### src/rtl/bp_me_io_cmd_arbiter_pkg.sv
// Shared types and helpers for the host-side I/O command arbiter.
//
// Contents:
//   bp_cce_mem_msg_s         command/response message carried on every port
//   cce_mem_msg_width_lp     packed width of bp_cce_mem_msg_s
//   src_id_width(n)          width of a source index for n sources (clog2, min 1)
//   `BP_IO_ARB_SRC_ID_WIDTH  macro form of src_id_width for legacy callers
package bp_me_io_cmd_arbiter_pkg;

    typedef struct packed {
        logic [3:0]  msg_type;
        logic [39:0] addr;
        logic [63:0] data;
    } bp_cce_mem_msg_s;

    localparam int cce_mem_msg_width_lp = $bits(bp_cce_mem_msg_s);

    // A single source still needs a 1-bit tag so the tag FIFO has nonzero width.
    function automatic int src_id_width(input int n);
        return (n > 1) ? $clog2(n) : 1;
    endfunction

endpackage

`ifndef BP_IO_ARB_SRC_ID_WIDTH
`define BP_IO_ARB_SRC_ID_WIDTH(n) bp_me_io_cmd_arbiter_pkg::src_id_width(n)
`endif

### src/rtl/bp_me_io_cmd_arbiter_tag_fifo.sv
// Tag FIFO for the I/O command arbiter: remembers which source issued each
// in-flight command so in-order responses can be steered back.
//
// Ports:
//   clk_i, reset_i   clock, asynchronous active-high reset (empties the FIFO)
//   data_i, push_i   tag to enqueue; ignored when full
//   pop_i            dequeue head; ignored when empty
//   data_o           current head (valid when empty_o=0)
//   full_o, empty_o  occupancy flags
//
// No bypass: a push while full is dropped even if a pop happens the same cycle.
// Pointers wrap at depth_p, so non-power-of-two depths work.
module bp_me_io_cmd_arbiter_tag_fifo #(
    parameter int width_p = 1,
    parameter int depth_p = 4
) (
    input  logic               clk_i,
    input  logic               reset_i,
    input  logic [width_p-1:0] data_i,
    input  logic               push_i,
    input  logic               pop_i,
    output logic [width_p-1:0] data_o,
    output logic               full_o,
    output logic               empty_o
);

    localparam int ptr_w_lp = (depth_p > 1) ? $clog2(depth_p) : 1;
    localparam int cnt_w_lp = $clog2(depth_p + 1);

    logic [width_p-1:0]  mem_reg [depth_p];
    logic [ptr_w_lp-1:0] wr_ptr_reg, rd_ptr_reg;
    logic [cnt_w_lp-1:0] count_reg;
    logic                push_ok, pop_ok;

    function automatic logic [ptr_w_lp-1:0] next_ptr(input logic [ptr_w_lp-1:0] p);
        return (p == ptr_w_lp'(depth_p - 1)) ? '0 : p + ptr_w_lp'(1);
    endfunction

    assign full_o  = (count_reg == cnt_w_lp'(depth_p));
    assign empty_o = (count_reg == '0);
    assign push_ok = push_i & ~full_o;
    assign pop_ok  = pop_i & ~empty_o;

    always_ff @(posedge clk_i or posedge reset_i) begin
        if (reset_i) begin
            wr_ptr_reg <= '0;
            rd_ptr_reg <= '0;
            count_reg  <= '0;
        end else begin
            if (push_ok) wr_ptr_reg <= next_ptr(wr_ptr_reg);
            if (pop_ok)  rd_ptr_reg <= next_ptr(rd_ptr_reg);
            case ({push_ok, pop_ok})
                2'b10:   count_reg <= count_reg + cnt_w_lp'(1);
                2'b01:   count_reg <= count_reg - cnt_w_lp'(1);
                default: count_reg <= count_reg;
            endcase
        end
    end

    // Storage needs no reset; occupancy is tracked by the pointers/count.
    always_ff @(posedge clk_i) begin
        if (push_ok) mem_reg[wr_ptr_reg] <= data_i;
    end

    // Head is read combinationally: responses are steered in the same cycle.
    assign data_o = mem_reg[rd_ptr_reg];

endmodule

### src/rtl/bp_me_io_cmd_arbiter.sv
// Merges num_src_p host-side I/O command sources onto one memory command port
// and routes each in-order response back to the source that issued it.
//
// Ports:
//   clk_i, reset_i      clock, asynchronous active-high reset
//   src_cmd_i/_v_i      per-source commands (packed, source i at slice i)
//   src_cmd_yumi_o      one-hot (or 0) consume strobe back to sources
//   src_resp_o          response message, broadcast to all sources
//   src_resp_v_o        one-hot response valid for the owning source
//   src_resp_ready_i    per-source response ready
//   mem_cmd_o/_v_o      granted command toward the host link
//   mem_cmd_ready_i     host link ready
//   mem_resp_i/_v_i     response from the host link
//   mem_resp_yumi_o     response consumed (or dropped when no tag is pending)
//   err_o               sticky: a response arrived with no outstanding tag
//
// Build option: define BP_IO_ARB_FIXED_PRIO_EN for fixed priority (lowest
// valid index wins, no rotation pointer). Default is round-robin.
module bp_me_io_cmd_arbiter
    import bp_me_io_cmd_arbiter_pkg::*;
#(
    parameter int num_src_p         = 2,
    parameter int max_outstanding_p = 4,
    parameter int msg_width_p       = cce_mem_msg_width_lp
) (
    input  logic                           clk_i,
    input  logic                           reset_i,
    input  logic [num_src_p*msg_width_p-1:0] src_cmd_i,
    input  logic [num_src_p-1:0]           src_cmd_v_i,
    output logic [num_src_p-1:0]           src_cmd_yumi_o,
    output logic [msg_width_p-1:0]         src_resp_o,
    output logic [num_src_p-1:0]           src_resp_v_o,
    input  logic [num_src_p-1:0]           src_resp_ready_i,
    output logic [msg_width_p-1:0]         mem_cmd_o,
    output logic                           mem_cmd_v_o,
    input  logic                           mem_cmd_ready_i,
    input  logic [msg_width_p-1:0]         mem_resp_i,
    input  logic                           mem_resp_v_i,
    output logic                           mem_resp_yumi_o,
    output logic                           err_o
);

    localparam int src_id_width_lp = src_id_width(num_src_p);
    typedef logic [src_id_width_lp-1:0] src_id_t;

    src_id_t grant_idx;
    src_id_t tag_head;
    logic    tag_full, tag_empty;
    logic    issue, resp_pop;
    logic    err_reg;

`ifdef BP_IO_ARB_FIXED_PRIO_EN
    // Scan high to low so the lowest valid index is the last (winning) write.
    always_comb begin
        grant_idx = '0;
        for (int i = num_src_p - 1; i >= 0; i--) begin
            if (src_cmd_v_i[i]) grant_idx = src_id_t'(i);
        end
    end
`else
    src_id_t rr_ptr_reg, rr_ptr_next;
    logic    found;
    int      cand;

    // First valid source at or after the pointer, wrapping past num_src_p-1.
    always_comb begin
        grant_idx = '0;
        found     = 1'b0;
        cand      = 0;
        for (int i = 0; i < num_src_p; i++) begin
            cand = int'(rr_ptr_reg) + i;
            if (cand >= num_src_p) cand = cand - num_src_p;
            if (!found && src_cmd_v_i[src_id_t'(cand)]) begin
                grant_idx = src_id_t'(cand);
                found     = 1'b1;
            end
        end
    end

    always_comb begin
        rr_ptr_next = rr_ptr_reg;
        if (issue) begin
            rr_ptr_next = (grant_idx == src_id_t'(num_src_p - 1))
                        ? '0 : grant_idx + src_id_t'(1);
        end
    end

    always_ff @(posedge clk_i or posedge reset_i) begin
        if (reset_i) rr_ptr_reg <= '0;
        else         rr_ptr_reg <= rr_ptr_next;
    end
`endif

    // Outputs are gated by reset so they drop asynchronously mid-cycle.
    assign mem_cmd_v_o = (|src_cmd_v_i) & ~tag_full & ~reset_i;
    assign issue       = mem_cmd_v_o & mem_cmd_ready_i;
    assign mem_cmd_o   = reset_i ? '0
                       : src_cmd_i[int'(grant_idx)*msg_width_p +: msg_width_p];

    // With no tag pending the response is swallowed so the link never stalls.
    assign mem_resp_yumi_o = mem_resp_v_i & ~reset_i
                           & (tag_empty | src_resp_ready_i[tag_head]);
    assign resp_pop        = mem_resp_yumi_o & ~tag_empty;
    assign src_resp_o      = reset_i ? '0 : mem_resp_i;

    for (genvar gi = 0; gi < num_src_p; gi++) begin : g_src
        assign src_cmd_yumi_o[gi] = issue & (grant_idx == src_id_t'(gi));
        assign src_resp_v_o[gi]   = mem_resp_v_i & ~tag_empty & ~reset_i
                                  & (tag_head == src_id_t'(gi));
    end

    always_ff @(posedge clk_i or posedge reset_i) begin
        if (reset_i)                         err_reg <= 1'b0;
        else if (mem_resp_v_i && tag_empty)  err_reg <= 1'b1;
    end
    assign err_o = err_reg;

    bp_me_io_cmd_arbiter_tag_fifo #(
        .width_p (src_id_width_lp),
        .depth_p (max_outstanding_p)
    ) tag_fifo (
        .clk_i   (clk_i),
        .reset_i (reset_i),
        .data_i  (grant_idx),
        .push_i  (issue),
        .pop_i   (resp_pop),
        .data_o  (tag_head),
        .full_o  (tag_full),
        .empty_o (tag_empty)
    );

endmodule

### config.mk
export PLATFORM = sky130hd
export DESIGN_NAME = bp_me_io_cmd_arbiter
export DESIGN_NICKNAME = d
export VERILOG_FILES = /design/src/rtl/bp_me_io_cmd_arbiter_pkg.sv /design/src/rtl/bp_me_io_cmd_arbiter_tag_fifo.sv /design/src/rtl/bp_me_io_cmd_arbiter.sv
export SDC_FILE = /design/constraint.sdc
export NUM_CORES = 1
export LEC_CHECK = 0
export CAP_MARGIN = 40
export CORE_AREA = 2 2 216 218
export CTS_CLUSTER_SIZE = 14
export DETAILED_ROUTE_END_ITERATION = 10
export DIE_AREA = 0 0 218 220
export GPL_ROUTABILITY_DRIVEN = 0
export PLACE_DENSITY_LB_ADDON = 0.3
export SYNTH_ARGS = -nofsm -noshare
export SYNTH_HDL_FRONTEND = slang
export SYNTH_HIERARCHICAL = 1
export SYNTH_SLANG_ARGS = --single-unit
### constraint.sdc
create_clock -name clk_i -period 2.9 [get_ports clk_i]
set_input_delay 0.29 -clock clk_i [delete_from_list [all_inputs] [get_ports clk_i]]
set_output_delay 0.29 -clock clk_i [all_outputs]
set_load 0.01 [all_outputs]
==> metrics.md, run 1 <==
| Metric | Value |
|---|---|
| Crit. Startpoint | src_cmd_v_i[1] |
| Final Cell Area | 10060 sq um |
| First-pass GRT wire length | 38510 um |
| Relative slew slack | 65.11% |
| Status | finished, final reports clean |
| Avg WL per Cell | 17.28 um |
| Post-CTS Hold Fix Bufs | 0 |
| Sequential Area | 345.3 sq um |
| Slew Limit Fails | 0 |
| HP Class | input pin to async pin |
| Worst setup SP type | input pin |
| Reg power frac | 12.2% |
| Fraction of layout cells with a size suffix above 1 | 4.147% |
| Final hold violation count | 0 |
| Grt total ovfl | 0 |
| Area growth, synth to finish | 169.8% |
| Worst skew pair latency | 0.24 ns |
| Area of the multi-input gates | 3003 sq um |
| Placed cell area | 9981 sq um |
| Worst-margin pin slew | 0.5234 ns |
| R2R depth | 11 |
| Vias in the first global route | 5927 |
| Post-Synthesis Net Count | 890 |
| Starting Density | 8.132% |
| Row count | 79 |
| Final setup violation count | 0 |
| Critical Path AT | 2.35 ns |
| CTS tree | yes |
| Full die area | 47960 sq um |
| Clock H-tree levels | 1 |
| Post-layout min period | 2.641 ns |
| Total power | 2.750 mW |
| Pint | 1.731 mW |
| Post-DR vias/cell | 3.397 |
| Total setup buffers inserted after CTS | 0 |
| Worst-path clk slew | 0.05 ns |
| Worst setup margin | 0.2588 ns |
| Placement Setup Slack | 0.2410 ns |
| Via count | 5751 |
| Fillers | 5109 |
| Part of the power in the clock network | 9.8% |
| Synthesized instance count | 551 |
| Dpl hpwl | 26440 um |
| Synth unique cells | 36 |
| Top cell type's share of synthesized area | 29.25% |
| Post_cts resized | 0 |
| Worst Setup Path Type | input pin to primary output |
| Core Region | 45860 sq um |
| CP endpoint | mem_cmd_o[19] |
| Initial antenna violation count | 2 |
| DIE WIDTH | 218 um |
| Yosys synthesis warning count | 6 |
| Largest net degree at the start of global routing | 54 |
| Slack of the worst reg-to-reg path | 0.34 ns |
| R2R Path End | tag_fifo/count_reg[2] |
| 1st-pass router iterations | 4 |
| Final #Nets | 1425 |
| Max capacitance violation total | 0 |
| IO Port Bufs | 554 |
| Die height | 220 um |
| R2r startpoint | tag_fifo/rd_ptr_reg[0] |
| Root Buffer | clkbuf_16 |
| Unrepaired setup endpoints after global routing | false |
| Post-synth top area cell | mux2i_1 |
| Crit end category | primary output |
| Setup TNS | 0 ns |
| Final Cycle Share | 91.07% |
| Worst path required time | 2.61 ns |
| Leakage power | 3.989 nW |
| Total wire length | 29260 um |
| Post-DRT Antenna Nets | 0 |
| Drt drc | 0 |
| Synth Area per Inst | 6.769 sq um |
| Flops & latches, synth | 13 |
| Max reg flops | 4 |
| Filler-free cell count of the finished design | 1693 |
| Clk_skew | 0.001004 ns |
| Drt initial violations | 123 |
| Peak supply drop | 0.2128 mV |
| Pwr Density | 273.3 nW/um^2 |
| Combinational share of power | 78.1% |
| Switch Pwr | 1.019 mW |
| Sinks on Clock Net | 13 |
| Critical path peak fanout | 47 |
| Total global-route track usage | 11.03% |
| Post-synthesis sequential area ratio | 9.259% |
| Max Freq | 378.6 MHz |
| Num CTS Buffers | 3 |
| Max clock buf depth | 2 |
| I/O pin cnt | 555 |
| Top cells by area, synth | mux2i_1 29%, nand2_1 22%, nor2b_1 17% |
| Synthesized area | 3730 sq um |
| Switch share | 37.06% |
| DP Cell Count | 1688 |
stage by stage:
step / util, % / hold WS, ns
6_report: 21.94 / 0.2683
4_1_cts: 21.93 / 0.2946
3_3_place_gp: 21.76 / 0.4420
3_5_place_dp: 21.76 / 0.4433
5_1_grt: 21.93 / 0.3061
2_1_floorplan: - / 0.09340
layout by cell type (no fill, tap or decap), types with 6 or more instances in the layout:
master	netlist	layout
mux2i_1	109	109
nand2_1	219	219
clkdlybuf4s50_1	0	553
dfrtp_1	9	9
nor2b_1	100	100
ha_1	6	6
buf_12	0	8
inv_1	11	10
buf_4	2	17
and2b_1	9	9
nor2_1	7	7
power by group through the flow:
stage	Combinational [mW]	Sequential, mW	Clock, mW
floorplan	0.979	0.319	0
global placement	2.16	0.332	0
detailed placement	2.18	0.335	0
CTS	2.19	0.334	0.273
global route	2.30	0.346	0.278
finish	2.15	0.334	0.269
cell type report:
class,count,share of cell area (%)
well taps,607,7.548
clock buffers,4,0.7834
diodes,1,0.02487
flip-flops and latches,13,3.432
inverters,12,0.4974
multi-input cells,478,29.84
repair buffers,578,57.87
critical path, stage by stage:
cell	delay, ns
clkdlybuf4s50_1	0.53
a21boi_4	0.27
buf_12	0.28
mux2i_1	0.30
clkdlybuf4s50_1	0.58
Yosys cell counts (all sizes together):
| cell type | number |
|---|---|
| nor3b | 2 |
| nand3 | 1 |
| xor2 | 2 |
| dfrtp | 9 |
| xnor2 | 1 |
| inv | 12 |
| mux4 | 1 |
| buf | 36 |
| ha | 6 |
| nor2b | 101 |
| fa | 1 |
| nand2b | 1 |
| a21oi | 1 |
| nor3 | 2 |
| nand2 | 219 |
| edfxtp | 4 |
| and2 | 5 |
| a21o | 1 |
| o21ai | 1 |
| and3 | 2 |
| nor2 | 7 |
| mux2 | 4 |
| and2b | 9 |
| mux2i | 109 |
| a21boi | 1 |
| a31oi | 1 |
| clkbuf | 12 |
per-layer routing:
metal	routed length [um]	up-vias	GRT usage, %
met3	2897	26	3.451
met4	1350	2	4.875
met1	8730	2564	9.044
li1	-	2806	-
met2	16260	353	23.35
met5	13	-	0
worst min path at each step:
stage	to	from	slack (ns)
2_1_floorplan	tag_fifo/count_reg[0]	reset_i	0.09
5_1_grt	rr_ptr_reg	reset_i	0.31
4_1_cts	err_o	reset_i	0.29
6_report	rr_ptr_reg	reset_i	0.27
3_5_place_dp	err_o	err_o	0.44
3_3_place_gp	err_o	err_o	0.44
cell families (layout without fill, tap and decap cells):
kind of cell,count (synthesis),after routing,share of synthesized area [%]
AO/OA/AOI/OAI,5,5,1.141
XOR/XNOR,3,3,0.7046
adder cells (fa/ha/maj),7,7,2.549
buffers and inverters,60,594,10.23
flip-flops,13,13,9.259
multiplexers,114,114,31.37
other,0,1,0
AND/OR/NAND/NOR,349,349,44.75
No activity file was read; power rests on OpenSTA's default activity.
==> run 2, diff against run 1 <==
Settings changed: CORE_AREA 2 2 216 218 to 3 3 217 219, DIE_AREA 0 0 218 220 to 0 0 220 222, SETUP_SLACK_MARGIN set to 0.15.
==> metrics.md, run 2 (synthesized netlist as in run 1, its figures left out) <==
| Metric | Value |
|---|---|
| Status | finished, final reports clean |
| Fraction of layout cells with a size suffix above 1 | 3.974% |
| I/O pin cnt | 555 |
| IO Port Bufs | 554 |
| DP Cell Count | 1676 |
| Final hold violation count | 0 |
| HP Class | input pin to async pin |
| Worst-path clk slew | 0.04 ns |
| Worst setup SP type | input pin |
| Core Region | 45280 sq um |
| DIE WIDTH | 220 um |
| Vias in the first global route | 6077 |
| Avg WL per Cell | 18.16 um |
| Area growth, synth to finish | 169.2% |
| Total wire length | 30580 um |
| Critical Path AT | 2.35 ns |
| Wire length on met1 | 9997 um |
| Peak supply drop | 0.2251 mV |
| Filler-free cell count of the finished design | 1684 |
| Clk_skew | 0.001344 ns |
| Largest net degree at the start of global routing | 87 |
| Met2 wire length | 16810 um |
| Crit end category | primary output |
| Worst setup margin | 0.2603 ns |
| Most common cell after layout, fill and taps aside | clkdlybuf4s50_1 |
| Critical path peak fanout | 26 |
| Dpl hpwl | 27220 um |
| Sinks on Clock Net | 13 |
| Clock H-tree levels | 1 |
| Final setup violation count | 0 |
| Starting Density | 8.237% |
| Num CTS Buffers | 3 |
| Post-DRT Antenna Nets | 0 |
| Total power | 2.766 mW |
| Worst Setup Path Type | input pin to primary output |
| Largest stage delay, worst path | 0.56 ns |
| Post-layout min period | 2.640 ns |
| Pwr Density | 275.5 nW/um^2 |
| Post-DR vias/cell | 3.463 |
| Placement Setup Slack | 0.2194 ns |
| Relative slew slack | 67.98% |
| Slowest CP cell | clkdlybuf4s50_1 |
| Max capacitance violation total | 0 |
| Worst skew pair latency | 0.24 ns |
| Drt drc | 0 |
| Via count | 5831 |
| Final Cycle Share | 91.02% |
| Worst path cell trace | clkdlybuf4s50_1, a21boi_4, buf_12, buf_12, mux2i_1, clkdlybuf4s50_1 |
| Initial antenna violation count | 9 |
| Unrepaired setup endpoints after global routing | false |
| Slew Limit Fails | 0 |
| Root Buffer | clkbuf_16 |
| Full die area | 48840 sq um |
| Worst path required time | 2.61 ns |
| Final Cell Area | 10040 sq um |
| First-pass GRT wire length | 40790 um |
| Most frequent cells in the layout | 553 x clkdlybuf4s50_1, 219 x nand2_1, 109 x mux2i_1 |
| Die height | 222 um |
| Slack of the worst reg-to-reg path | 0.37 ns |
| Post-CTS Hold Fix Bufs | 0 |
| Leakage power | 3.979 nW |
| Total global-route track usage | 11.26% |
| Drt initial violations | 193 |
| Setup TNS | 0 ns |
| Grt total ovfl | 0 |
| CTS tree | yes |
| Max clock buf depth | 2 |
| Met3 wire len | 3204 um |
| 1st-pass router iterations | 4 |
| Row count | 78 |
| Placed cell area | 9922 sq um |
| Top Layer Used | met5 |
| Final #Nets | 1422 |
| Max Freq | 378.8 MHz |
| Worst-margin pin slew | 0.4804 ns |
| Max reg flops | 4 |
run 2: cell count changes in the layout (fill, tap and decap cells not counted):
cell and change:
nor2_1 -1, buf_4 -3, buf_12 -1, clkbuf_16 +1
diode_2 +1, nor2_2 +1
run 2: critical path, delay by kind of cell:
family                 cells  cell delay (ns)
buffers and inverters      4             1.49
AO/OA/AOI/OAI              1             0.26
multiplexers               1             0.25
run 2: power breakdown:
group	total (mW)	switching [mW]	internal, mW
Clock	0.256	0.0714	0.185
Sequential	0.335	0.0786	0.256
Combinational	2.18	0.876	1.30
Total	2.77	1.03	1.74
run 2: worst paths after layout:
check / from / end / cells past startpoint
min: reset_i / tag_fifo/wr_ptr_reg[1] / 2
max: src_cmd_v_i[1] / mem_cmd_o[84] / 6
min reg2reg: err_o / err_o / 1
max in group asynchronous: reset_i / rr_ptr_reg / 3
max reg2reg: tag_fifo/rd_ptr_reg[0] / tag_fifo/count_reg[2] / 11
min in group clk_i: err_o / err_o / 1
run 2: layout make-up:
cell class                 count  area [sq um]
antenna                        2         5.005
clock buffer                   4         78.83
fill                        5085         35240
inverter                      12         50.05
multi-input combinational    478          3005
sequential                    13         345.3
tap                          600         750.7
timing repair buffer         575          5806
run 2: repair_timing:
action,in CTS,in global routing
setup endpoints to repair,0,5
buffers inserted,0,1
resized for setup,0,1
run 2: stage by stage:
step	utilization, %	hold WS (ns)
2_1_floorplan	-	0.09340
3_5_place_dp	21.91	0.4213
3_3_place_gp	21.91	0.4243
4_1_cts	22.09	0.1661
5_1_grt	22.17	0.1881
6_report	22.17	0.1535
run 2: metal layers:
metal	global-route usage [%]	up-vias
met2	23.26	352
met4	2.285	12
li1	-	2804
met3	3.810	24
met1	10.41	2639
met5	0	-
==> run 3, diff against run 2 <==
Settings changed: CTS_CLUSTER_DIAMETER set to 150.
==> results of run 3 <==
The final DEF is identical to that of run 2; final timing and power are the same.
